===== config.mk =====
export PLATFORM = sky130hd
export DESIGN_NAME = sd_init_seq
export DESIGN_NICKNAME = d
export VERILOG_FILES = /design/src/rtl/sd_init_seq.sv
export SDC_FILE = /design/constraint.sdc
export NUM_CORES = 1
export LEC_CHECK = 0
export ABC_AREA = 1
export CAP_MARGIN = 20
export CORE_MARGIN = 1.5
export CORE_UTILIZATION = 34
export DETAILED_ROUTE_END_ITERATION = 10
export DONT_BUFFER_PORTS = 1
export HOLD_SLACK_MARGIN = 0.03
export SKIP_CTS_REPAIR_TIMING = 1
export SLEW_MARGIN = 20
export SYNTH_ARGS = -nofsm -noshare
export SYNTH_HDL_FRONTEND = slang
export SYNTH_SLANG_ARGS = --single-unit

===== constraint.sdc =====
create_clock -name iclk -period 6.04 [get_ports iclk]
set_input_delay 0.906 -clock iclk [delete_from_list [all_inputs] [get_ports iclk]]
set_output_delay 0.906 -clock iclk [all_outputs]
set_load 0.05 [all_outputs]

===== src/rtl/sd_init_seq.sv =====
// sd_init_seq: SD card identification and bus-setup sequencer.
// Ports: iclk/irst/istart; CMD driver handshake (ostart_cmd, oindex,
// oarg, icmd_done, iresp); status (osel_clk, ordy, ofail, ofail_code, orca).
module sd_init_seq #(
  parameter int RESP_TIMEOUT = 65535,
  parameter int ACMD41_TRIES = 1000,
  parameter int POLL_GAP     = 36000
) (
  input  logic        iclk,
  input  logic        irst,
  input  logic        istart,
  output logic        ostart_cmd,
  output logic [5:0]  oindex,
  output logic [31:0] oarg,
  input  logic        icmd_done,
  input  logic [31:0] iresp,
  output logic        osel_clk,
  output logic        ordy,
  output logic        ofail,
  output logic [2:0]  ofail_code,
  output logic [15:0] orca
);

  typedef enum logic [3:0] {
    S_IDLE, S_CMD0, S_CMD8, S_A55, S_ACMD41, S_GAP, S_CMD2,
    S_CMD3, S_CMD7, S_B55, S_ACMD6, S_DONE, S_FAIL
  } state_t;

  // Terminal counts: last wait cycle, try limit, last gap cycle.
  localparam logic [15:0] WD_END  = 16'(RESP_TIMEOUT - 1);
  localparam logic [9:0]  TRY_END = 10'(ACMD41_TRIES);
  localparam logic [15:0] GAP_END = 16'(POLL_GAP - 1);

  state_t      state_q, state_d;
  logic        wait_q, wait_d;
  logic [15:0] wdog_q, wdog_d;
  logic [15:0] gap_q, gap_d;
  logic [9:0]  tries_q, tries_d;
  logic [5:0]  idx_q, idx_d;
  logic [31:0] arg_q, arg_d;
  logic [15:0] rca_q, rca_d;
  logic [2:0]  code_q, code_d;
  logic        rdy_q, fail_q, sel_q;
  logic        go;

  function automatic logic is_cmd(state_t s);
    return !(s inside {S_IDLE, S_GAP, S_DONE, S_FAIL});
  endfunction

  function automatic logic [5:0] cmd_idx(state_t s);
    case (s)
      S_CMD8:       return 6'd8;
      S_A55, S_B55: return 6'd55;
      S_ACMD41:     return 6'd41;
      S_CMD2:       return 6'd2;
      S_CMD3:       return 6'd3;
      S_CMD7:       return 6'd7;
      S_ACMD6:      return 6'd6;
      default:      return 6'd0;
    endcase
  endfunction

  function automatic logic [31:0] cmd_arg(
    state_t s, logic [15:0] rca
  );
    case (s)
      S_CMD8:        return 32'h0000_01AA;
      S_ACMD41:      return 32'h40FF_8000;
      S_CMD7, S_B55: return {rca, 16'h0};
      S_ACMD6:       return 32'h0000_0002;
      default:       return 32'h0;
    endcase
  endfunction

  always_comb begin
    state_d = state_q;
    wait_d  = wait_q;
    wdog_d  = wdog_q;
    gap_d   = gap_q;
    tries_d = tries_q;
    rca_d   = rca_q;
    code_d  = code_q;
    go      = 1'b0;
    unique case (state_q)
      S_IDLE, S_DONE, S_FAIL: begin
        if (istart) begin
          state_d = S_CMD0;
          go      = 1'b1;
          tries_d = '0;
          rca_d   = '0;
          code_d  = '0;
        end
      end
      S_GAP: begin
        if (gap_q == GAP_END) begin
          state_d = S_A55;
          go      = 1'b1;
        end else begin
          gap_d = gap_q + 16'd1;
        end
      end
      default: begin
        if (!wait_q) begin
          // Launch cycle: arm the watchdog.
          wait_d = 1'b1;
          wdog_d = '0;
        end else if (icmd_done) begin
          // Done beats a watchdog expiring in the same cycle.
          wait_d = 1'b0;
          unique case (state_q)
            S_CMD0: state_d = S_CMD8;
            S_CMD8: begin
              if (iresp[11:0] == 12'h1AA) begin
                state_d = S_A55;
              end else begin
                state_d = S_FAIL;
                code_d  = 3'd1;
              end
            end
            S_A55, S_B55: begin
              if (iresp[5]) begin
                state_d = (state_q == S_A55) ? S_ACMD41 : S_ACMD6;
              end else begin
                state_d = S_FAIL;
                code_d  = 3'd2;
              end
            end
            S_ACMD41: begin
              if (iresp[31]) begin
                state_d = S_CMD2;
              end else begin
                tries_d = tries_q + 10'd1;
                if (tries_q + 10'd1 == TRY_END) begin
                  state_d = S_FAIL;
                  code_d  = 3'd3;
                end else begin
                  state_d = S_GAP;
                  gap_d   = '0;
                end
              end
            end
            S_CMD2: state_d = S_CMD3;
            S_CMD3: begin
              rca_d   = iresp[31:16];
              state_d = S_CMD7;
            end
            S_CMD7, S_ACMD6: begin
              if (iresp[31:19] == 13'd0) begin
                state_d = (state_q == S_CMD7) ? S_B55 : S_DONE;
              end else begin
                state_d = S_FAIL;
                code_d  = 3'd5;
              end
            end
            default: state_d = S_IDLE;
          endcase
          go = is_cmd(state_d);
        end else if (wdog_q == WD_END) begin
          wait_d  = 1'b0;
          state_d = S_FAIL;
          code_d  = 3'd4;
        end else begin
          wdog_d = wdog_q + 16'd1;
        end
      end
    endcase
    // Index/arg latch at launch; CMD7 sees the RCA captured same edge.
    idx_d = go ? cmd_idx(state_d) : idx_q;
    arg_d = go ? cmd_arg(state_d, rca_d) : arg_q;
  end

  always_ff @(posedge iclk) begin
    if (irst) begin
      state_q <= S_IDLE;
      wait_q  <= 1'b0;
      wdog_q  <= '0;
      gap_q   <= '0;
      tries_q <= '0;
      idx_q   <= '0;
      arg_q   <= '0;
      rca_q   <= '0;
      code_q  <= '0;
      rdy_q   <= 1'b0;
      fail_q  <= 1'b0;
      sel_q   <= 1'b0;
    end else begin
      state_q <= state_d;
      wait_q  <= wait_d;
      wdog_q  <= wdog_d;
      gap_q   <= gap_d;
      tries_q <= tries_d;
      idx_q   <= idx_d;
      arg_q   <= arg_d;
      rca_q   <= rca_d;
      code_q  <= code_d;
      rdy_q   <= (state_d == S_DONE);
      sel_q   <= (state_d == S_DONE);
      fail_q  <= (state_d == S_FAIL);
    end
  end

  assign ostart_cmd = is_cmd(state_q) && !wait_q;
  assign oindex     = idx_q;
  assign oarg       = arg_q;
  assign osel_clk   = sel_q;
  assign ordy       = rdy_q;
  assign ofail      = fail_q;
  assign ofail_code = code_q;
  assign orca       = rca_q;

endmodule


# After elaboration in Yosys (flattened, before gate mapping)
# Memory sizes are Yosys's and may differ from the RTL's. A register that Yosys moved wholly into a read port is not among the register bits.
# Index checks and enable logic that the tools add are counted.
[classes]
addsub = 3
eq_ne = 39
muxes = 58
bitwise = 3
reduce_logical = 25
[ops]
columns = ["operator", "count"]
rows = [
  ["16-bit 2-to-1 mux", 13],
  ["32-bit case mux with 4 select lines", 1],
  ["16-bit case mux with 2 select lines", 2],
  ["4-bit 2-to-1 mux", 13],
  ["10-bit 2-to-1 mux", 5],
  ["4-bit equality test (second input constant)", 12],
  ["16-bit by 1-bit adder with 16-bit output (second input constant)", 2],
  ["16-bit equality test (second input constant)", 2],
  ["3-bit 2-to-1 mux", 10],
  ["4-bit case mux with 7 select lines", 1],
  ["4-bit by 3-bit equality test with 1-bit output (second input constant)", 6],
  ["4-bit != test (second input constant)", 5],
  ["10-bit case mux with 2 select lines", 1],
  ["13-bit logical NOT", 1],
  ["12-bit by 9-bit equality test with 1-bit output (second input constant)", 1],
  ["4-bit by 2-bit equality test with 1-bit output (second input constant)", 3],
  ["3-bit case mux with 4 select lines", 1],
  ["2-bit nonzero test", 6],
  ["10-bit by 1-bit adder with 10-bit output (second input constant)", 1],
  ["10-bit equality test (second input constant)", 1],
  ["10-bit AND reduction", 1],
  ["4-bit logical NOT", 2],
  ["2-bit != test (second input constant)", 4],
  ["4-bit case mux with 2 select lines", 1],
  ["18 further kinds", 33],
]
[word_totals]
regBits = 100
rom_bits = 96
in_bits = 36
output_inout_bits = 61
wordCells = 139
memories = 1
[mem_list]
columns = ["name", "words", "word_bits", "rd", "rd_clocked_by_memory_dff", "write_ports", "line", "rtl"]
rows = [
  ["(name not given)", 16, 6, 1, 1, 0, "51", "case (s)"],
]

# Longest topological paths before layout
# Gate-level depths: netlist (run 1).
[logic_depth]
depth_word = 14
depth_mapped = 23
depth_no_buf = 22

# Worst setup path before layout (run 1)
# Ideal clock, no wire load.
[synth_path]
path_type = "register to register"
start = "reg tries_q[0]"
end = "reg arg_q[30] (netlist: oarg[30])"
setup_ps = 119
arrival_time_ps = 2528
required_ps = 5921
path_slack_ps = 3393
stages_incl_launch_ff = 23
n_path_buf = 1
synth_period_minus_slack_ps = 2647
path_cell_list = "dfxtp_1 ha_1 nand2_2 nor2_1 nand3b_1 nand2_1 nand2_1 nor2_2 nand2_1 nand2_1 nand3_1 a21oi_1 o21ai_0 o21ai_0 inv_1 ha_1 nor2_1 inv_1 nand4_2 buf_6 nand3_1 nand2_1 o21ai_1"
[synth_via]
elab_chain_cells = 14
elab_cells_between_ends = 27
cone_classes = "add/sub: 1; eq/ne: 9; mux: 13; reduce/logical: 4"
[synth_lines]
columns = ["item", "line", "rtl"]
rows = [
  ["start: declaration", "38", "logic [9:0] tries_q, tries_d;"],
  ["start signal: assignment", "191", "tries_q <= tries_d;"],
  ["10-bit by 1-bit adder with 10-bit output (*)", "133", "if (tries_q + 10'd1 == TRY_END) begin"],
  ["10-bit equality test (*)", "133", ""],
  ["4-bit 2-to-1 mux (*)", "133", ""],
  ["4-bit 2-to-1 mux (*)", "129", "if (iresp[31]) begin"],
  ["4-bit case mux with 7 select lines (*)", "110", "unique case (state_q)"],
  ["4-bit 2-to-1 mux (*)", "107", "end else if (icmd_done) begin"],
  ["4-bit 2-to-1 mux (*)", "103", "if (!wait_q) begin"],
  ["4-bit 2-to-1 mux (*)", "84", "unique case (state_q)"],
  ["4-bit 2-to-1 mux (*)", "107", ""],
  ["4-bit 2-to-1 mux (*)", "103", ""],
  ["4-bit case mux with 2 select lines (*)", "84", ""],
  ["via state_d[0]", "34", "state_t state_q, state_d;"],
  ["4-bit equality test", "66", "case (s)"],
  ["2-bit OR reduction", "66", ""],
  ["32-bit case mux with 4 select lines (*)", "66", ""],
  ["end signal: assignment", "193", "arg_q <= arg_d;"],
  ["end: declaration", "40", "logic [31:0] arg_q, arg_d;"],
]
# The timed path passes the listed nets; every way through them passes the cells marked *. The select of a mux whose other input is x is not followed.
# A chain may end at the register's enable or synchronous reset.

# Worst setup path in the final report (run 1)
[layout_path]
start = "reg tries_q[0]"
end = "reg arg_q[25] (netlist: oarg[25])"
[layout_via]
elab_chain_cells = 14
elab_cells_between_ends = 27
cone_classes = "add/sub: 1; eq/ne: 9; mux: 13; reduce/logical: 4"
[layout_lines]
columns = ["item", "line"]
rows = [
  ["10-bit by 1-bit adder with 10-bit output (*)", "133"],
  ["10-bit equality test (*)", "133"],
  ["4-bit 2-to-1 mux (*)", "133"],
  ["4-bit 2-to-1 mux (*)", "129"],
  ["4-bit case mux with 7 select lines (*)", "110"],
  ["4-bit 2-to-1 mux (*)", "107"],
  ["4-bit 2-to-1 mux (*)", "103"],
  ["4-bit 2-to-1 mux (*)", "84"],
  ["4-bit 2-to-1 mux (tied with other cells)", "107"],
  ["4-bit 2-to-1 mux or 4-bit nonzero test (tied branches)", "103, 47"],
  ["4-bit case mux with 2 select lines or 1-bit logical NOT (tied branches)", "84, 47"],
  ["4-bit equality test or 1-bit 2-to-1 mux (tied branches)", "66, 107"],
  ["2-bit OR reduction or 1-bit 2-to-1 mux (tied branches)", "66, 103"],
  ["32-bit case mux with 4 select lines or 1-bit case mux with 2 select lines (tied branches)", "66, 84"],
]
# Mark *: on every way between the ends. The rest lies on a longest branch, timed or not. The select of a mux whose other input is x is not followed.

==> results.toml, run 1 <==
[power_and_ir_drop]
power_density_nw_per_um2 = 412
irDropWorstVdd_mv = 0.201
p_leak_nw = 2.11
pwr-share-comb_pct = 31.7
switching_share_pct = 47.1
p_clk_share_pct = 24.9
seqPwrFrac_pct = 43.4
intPower_mw = 1.18
switching_power_mw = 1.05
power_mw = 2.23

[synthesis]
ys_seq_area_share_pct = 37.0
yosysWarnings = 0
synth_edf_count = 0
synth_top_area_share_pct = 37.0
async_flop_share_pct = 0
syn_area_um2 = 5040
synth_top_area_cell = "dfxtp_1"
postSynthCellCount = 729
synth-main-ff-cell = "dfxtp_1"
synth.avg_cell_area_um2 = 6.91
ys_seq_elements = 93
yosysUniqueCellTypes = 43
synth_top_cells_by_count = "158 x nand2_1, 100 x nor2_1, 93 x dfxtp_1"
synth_top_cells_by_area = "dfxtp_1 37%, nand2_1 12%, nor2_1 7.5%, a21oi_1 5.5%, nand3_1 4.8%"
yosysMostFrequentCell = "nand2_1"

[setup_path]
required_ps = 6320
r2r-start = "tries_q[0]$_SDFFE_PP0P_"
crit_type = "flop to flop"
critPathLaunch = "tries_q[0]$_SDFFE_PP0P_"
cp_max_fo = 11
slowest_delay_ps = 480
cp-end-kind = "flop"
critical_path.startpoint_type = "flop"
cpMostUsedCell = "nand2_1"
critical_path_arrival_ps = 3640
path_cells = "ha_1, nand2_2, nor2_1, nand3b_1, nand2_1, nand2_1, nor2_2, nand2_1, nand2_1, nand3_1, a21oi_1, o21ai_0, o21ai_0, ha_1, nor2_1, inv_1, nand4_2, inv_2, nand2_1, a21oi_1"
crit_slowest_cell = "dfxtp_1"

[sta]
rsz0062_at_grt = "no"
min_period_over_period_pct = 55.6
hold_violations = 0
setup_viol_count_final = 0
finClkSkew_ps = 9.69
finalSetupTns_ps = 0
tightest_slew_ps = 1010
min_period_ps = 3360
max_slew_margin_pct = 32.1
max_freq_mhz = 298
slew_viol_final = 0

[route]
totalWireLength_mm = 12.4
vias_per_cell = 5.02
drt_iter0_drc = 239
ant_nets = 0
dr_total_vias = 4561
drc = 0
dr.pass1.iters = 5
wl_per_cell_um = 13.6

[die]
row_count = 44
die_x_um = 125
die_h_um = 125
die_area_um2 = 15600
initial_core_util_pct = 34.8
coreArea_um2 = 14500
io_pins = 97

[global_route]
grt_antenna_before_repair = 0
grt_first_pass_wirelength_mm = 20.8
grt_pass1_vias = 4274
track_usage_pct = 16.3
grt_max_degree = 57
overflow = 0

[status]
outcome = "finished, final reports clean"

[cells_and_area]
stdcell_area_um2 = 5400
diodes = 0
post_route_cells_drive_above_1_share_pct = 10.2
post-route-util_pct = 37.3
layout.nets = 764
area_growth_pct = 7.21
stdcell_count = 909

[place]
port_buffers = 0
gp_congestion = 0.934
dp_cells = 893
place_area_um2 = 5110
dp_hpwl_mm = 9.03

[clock_network]
clk_pin_slew_ps = 70
htree_levels = 3
cts_root_buf = "clkbuf_16"
numCtsBuffers = 9
cts_tree = "yes"
clock_latency_ps = 360
clockBufferDepth = 2
cts.sinks = 93

[min_path]
holdCritStartpoint = "wdog_q[15]$_SDFFE_PP0P_"
hold_path_class = "flop to flop"

[flow_run]
drv_cap = 0
-- power groups by stage --
stage / Sequential, mW / Combinational [mW] / Clock (mW)
2_1_floorplan: 0.931 / 0.627 / 0
5_1_grt: 0.974 / 0.798 / 0.592
3_3_place_gp: 0.980 / 0.701 / 0
4_1_cts: 0.966 / 0.706 / 0.569
3_5_place_dp: 0.979 / 0.704 / 0
6_report: 0.965 / 0.706 / 0.554
-- cells by family after synthesis --
family	synth area share (%)
DFF	37.0
adders and majority gates	1.99
buffers and inverters	9.66
and+or+nand+nor	35.8
AOI/OAI and AO/OA	14.5
other	0.0745
xor gates and xnor gates	1.04
-- layer usage --
metal	track usage [%]	up-vias	wire length (um)
li1	-	2365	-
met1	21.4	2058	5880
met2	25.1	118	5420
met3	4.64	20	752
met4	6.63	0	347
met5	0	-	0
-- critical path: cells and delay by family, from the launching register on --
kind | cells | cell delay, ps
compound gates | 4 | 560
fa+ha+maj | 2 | 550
flops | 1 | 480
simple gates | 12 | 1390
buf+inv | 2 | 310
-- sequential cells by signal, summed over array words and instances, names as in the netlist --
signal,count
osel_clk,1
wait_q,1
tries_q,10
ofail,1
gap_q,16
orca,16
state_q,4
wdog_q,16
ofail_code,3
oarg,19
oindex,6
-- per-stage QoR --
stage | hold WS (ps) | setup slack, ps
after global placement | 447 | 2770
after detailed placement | 446 | 2710
after CTS | 458 | 2690
after global routing | 482 | 2260
after floorplan | 423 | 3390
final | 455 | 2680
-- final timing paths --
kind | slack [ps] | cells after the start | endpoint
setup / recovery | 2680 | 20 | oarg[25]$_SDFFE_PP0P_
hold / removal | 460 | 1 | wdog_q[15]$_SDFFE_PP0P_
setup reg to reg | 2680 | 20 | oarg[25]$_SDFFE_PP0P_
hold reg to reg | 460 | 1 | wdog_q[15]$_SDFFE_PP0P_
-- placed cells by master, fill, tap and decap left out, types with 2 or more instances in the layout --
cell       synthesis  final
a211oi_1           3      3
a21oi_1           55     55
a21oi_2            3      3
a22oi_1           18     18
a31oi_1            2      2
and3_1             2      2
clkbuf_16          0      9
conb_1             1     10
dfxtp_1           93     92
ha_1               8      8
inv_1             61     61
inv_2             17     17
inv_6              0      2
nand2_1          158    158
nand2_2           11     11
nand2_4            2      2
nand2_8            2      2
nand3_1           48     48
nand3_2            2      2
nand3b_1           4      4
nand4_1           16     16
nand4_2            2      2
nor2_1           100    100
nor2_2             9      9
nor2_4             5      5
nor3_1            12     12
nor3_4             2      2
nor4_1             7      7
o21ai_0           28     28
o21ai_1           14     14
xnor2_1            3      3
xor2_1             3      3
-- layout make-up --
type	instances	area, um^2
clock buffer	11	243
inverter	79	299
clock inverter	5	42.5
sequential	93	1860
multi-input combinational	537	2720
tap	184	230
fill	1574	9080
Power figures use the tool's default switching activity.
==> inputs of run 2 (changes only) <==
clock period = 3.49 ns   (was 6.04 ns; I/O delays follow)
==> run 2 against run 1 <==
  * Worst setup slack lost 2300 ps
  * Clock power grew 72%
  * Global-route usage is essentially flat
  * Largest power group unchanged
==> results.toml, run 2 (synthesis results as in run 1) <==
[setup_path]
crit_type = "flop to flop"
ff2ff_setup_slack_ps = 410
r2r_end = "oarg[29]$_SDFFE_PP0P_"
critical_path_arrival_ps = 3360
cp-endpoint = "oarg[29]$_SDFFE_PP0P_"
crit_slowest_cell = "dfxtp_1"
path_cells = "ha_1, nand2_2, nor2_1, nand3b_1, nand2_1, nand2_1, nor2_2, nand2_1, nand2_1, nand3_1, a21oi_1, o21ai_0, o21ai_1, ha_2, nor2_1, inv_1, nand4_4, inv_2, nand2_1, a21oi_1"
required_ps = 3770
cp_max_fo = 11
cpMostUsedCell = "nand2_1"
r2r-start = "tries_q[1]$_SDFFE_PP0P_"
critPathLaunch = "tries_q[1]$_SDFFE_PP0P_"
reg2reg_depth = 20
slowest_delay_ps = 390
cp-end-kind = "flop"
critical_path.startpoint_type = "flop"

[sta]
max_freq_mhz = 325
slew_viol_final = 0
setup_slack_ps = 413
hold_violations = 0
tightest_slew_ps = 1010
finClkSkew_ps = 5.28
finalSetupTns_ps = 0
setup_viol_count_final = 0
min_period_ps = 3080
hold_slack_ps = 241
min_period_over_period_pct = 88.2
rsz0062_at_grt = "no"
max_slew_margin_pct = 32.5

[die]
die_h_um = 125
die_x_um = 125
io_pins = 97
row_count = 44
coreArea_um2 = 14500
die_area_um2 = 15600
initial_core_util_pct = 34.8

[cells_and_area]
largest_reg_flops = 19
post_route_cells_drive_above_1_share_pct = 10.8
final_common_cell = "nand2_1"
final_cell_mix = "158 x nand2_1, 100 x nor2_1, 92 x dfxtp_1"
fillers = 1566
area_growth_pct = 8.22
diodes = 0
stdcell_area_um2 = 5450
layout.nets = 770
multi_input_area_um2 = 2730
seqCellArea_um2 = 1860

[clock_network]
cts_root_buf = "clkbuf_16"
htree_levels = 3
clockBufferDepth = 2
clk_pin_slew_ps = 60
numCtsBuffers = 9
cts.sinks = 93
cts_tree = "yes"
clock_latency_ps = 350

[route]
drt_iter0_drc = 250
ant_nets = 0
dr.pass1.iters = 4
vias_per_cell = 5.00
dr_total_vias = 4563
totalWireLength_mm = 12.4
drc = 0
wl_per_cell_um = 13.6

[power_and_ir_drop]
p_leak_nw = 2.13
power_density_nw_per_um2 = 712
power_mw = 3.88
irDropWorstVdd_mv = 0.411

[global_route]
grt_first_pass_wirelength_mm = 20.8
overflow = 0
track_usage_pct = 16.3
grt_antenna_before_repair = 0
grt_pass1_vias = 4195
grt_max_degree = 57

[place]
place_area_um2 = 5160
port_buffers = 0
gp_congestion = 0.923
dp_hpwl_mm = 9.12
place_ws_ps = 275

[min_path]
hold_path_class = "input port to flop"

[status]
outcome = "finished, final reports clean"

[flow_run]
drv_cap = 0
==> run 2: changes by cell type in the layout (fill, tap and decap cells not counted), sizes merged <==
cell      previous run  this run
bufinv               0         1
inv                 82        79
clkinvlp             0         1
buf                  0         6
clkbuf              11        10
==> run 2: area by class of cell <==
class,instances,share of cell area (%)
multi-input cells,537,50.1
flip-flops and latches,93,34.2
inverters,79,5.49
well taps,184,4.22
clock buffers,10,4.20
clock inverters,4,0.941
repair buffers,6,0.826
==> run 2: worst min-delay path by stage <==
stage | start | endpoint | cells past startpoint | slack, ps
floorplan | wdog_q[15]$_SDFFE_PP0P_ | wdog_q[15]$_SDFFE_PP0P_ | 1 | 420
global placement | wdog_q[15]$_SDFFE_PP0P_ | wdog_q[15]$_SDFFE_PP0P_ | 1 | 450
detailed placement | wdog_q[15]$_SDFFE_PP0P_ | wdog_q[15]$_SDFFE_PP0P_ | 1 | 450
CTS | irst | tries_q[3]$_SDFFE_PP0P_ | 1 | 230
global route | irst | tries_q[3]$_SDFFE_PP0P_ | 1 | 220
finish | irst | tries_q[3]$_SDFFE_PP0P_ | 1 | 240
==> run 2: power by group <==
group | internal, mW | switching (mW) | total (mW)
Sequential | 1.19 | 0.482 | 1.67
Combinational | 0.366 | 0.891 | 1.26
Clock | 0.547 | 0.407 | 0.954
Total | 2.10 | 1.78 | 3.88
==> run 2: per-stage QoR <==
step | utilization [%] | cells
after floorplan | - | 738
after detailed placement | 35.6 | 899
after global routing | 37.6 | 913
after global placement | 35.6 | 899
after CTS | 37.6 | 913
final | 37.6 | 913
==> run 2: layer usage <==
metal / GRT usage [%] / up-vias / part of all wire [%]
li1: - / 2374 / -
met1: 21.7 / 2074 / 48
met2: 25.6 / 109 / 45
met3: 5.20 / 6 / 6.0
met4: 3.92 / 0 / 0.41
met5: 0 / - / 0
==> run 2: critical path, delay by kind of cell, from the launching register on <==
| family | cells | cell delay (ps) |
|---|---|---|
| adder cells (fa/ha/maj) | 2 | 480 |
| AO/OA/AOI/OAI | 4 | 540 |
| AND/OR/NAND/NOR | 12 | 1320 |
| buffers and inverters | 2 | 270 |
| flip-flops | 1 | 390 |
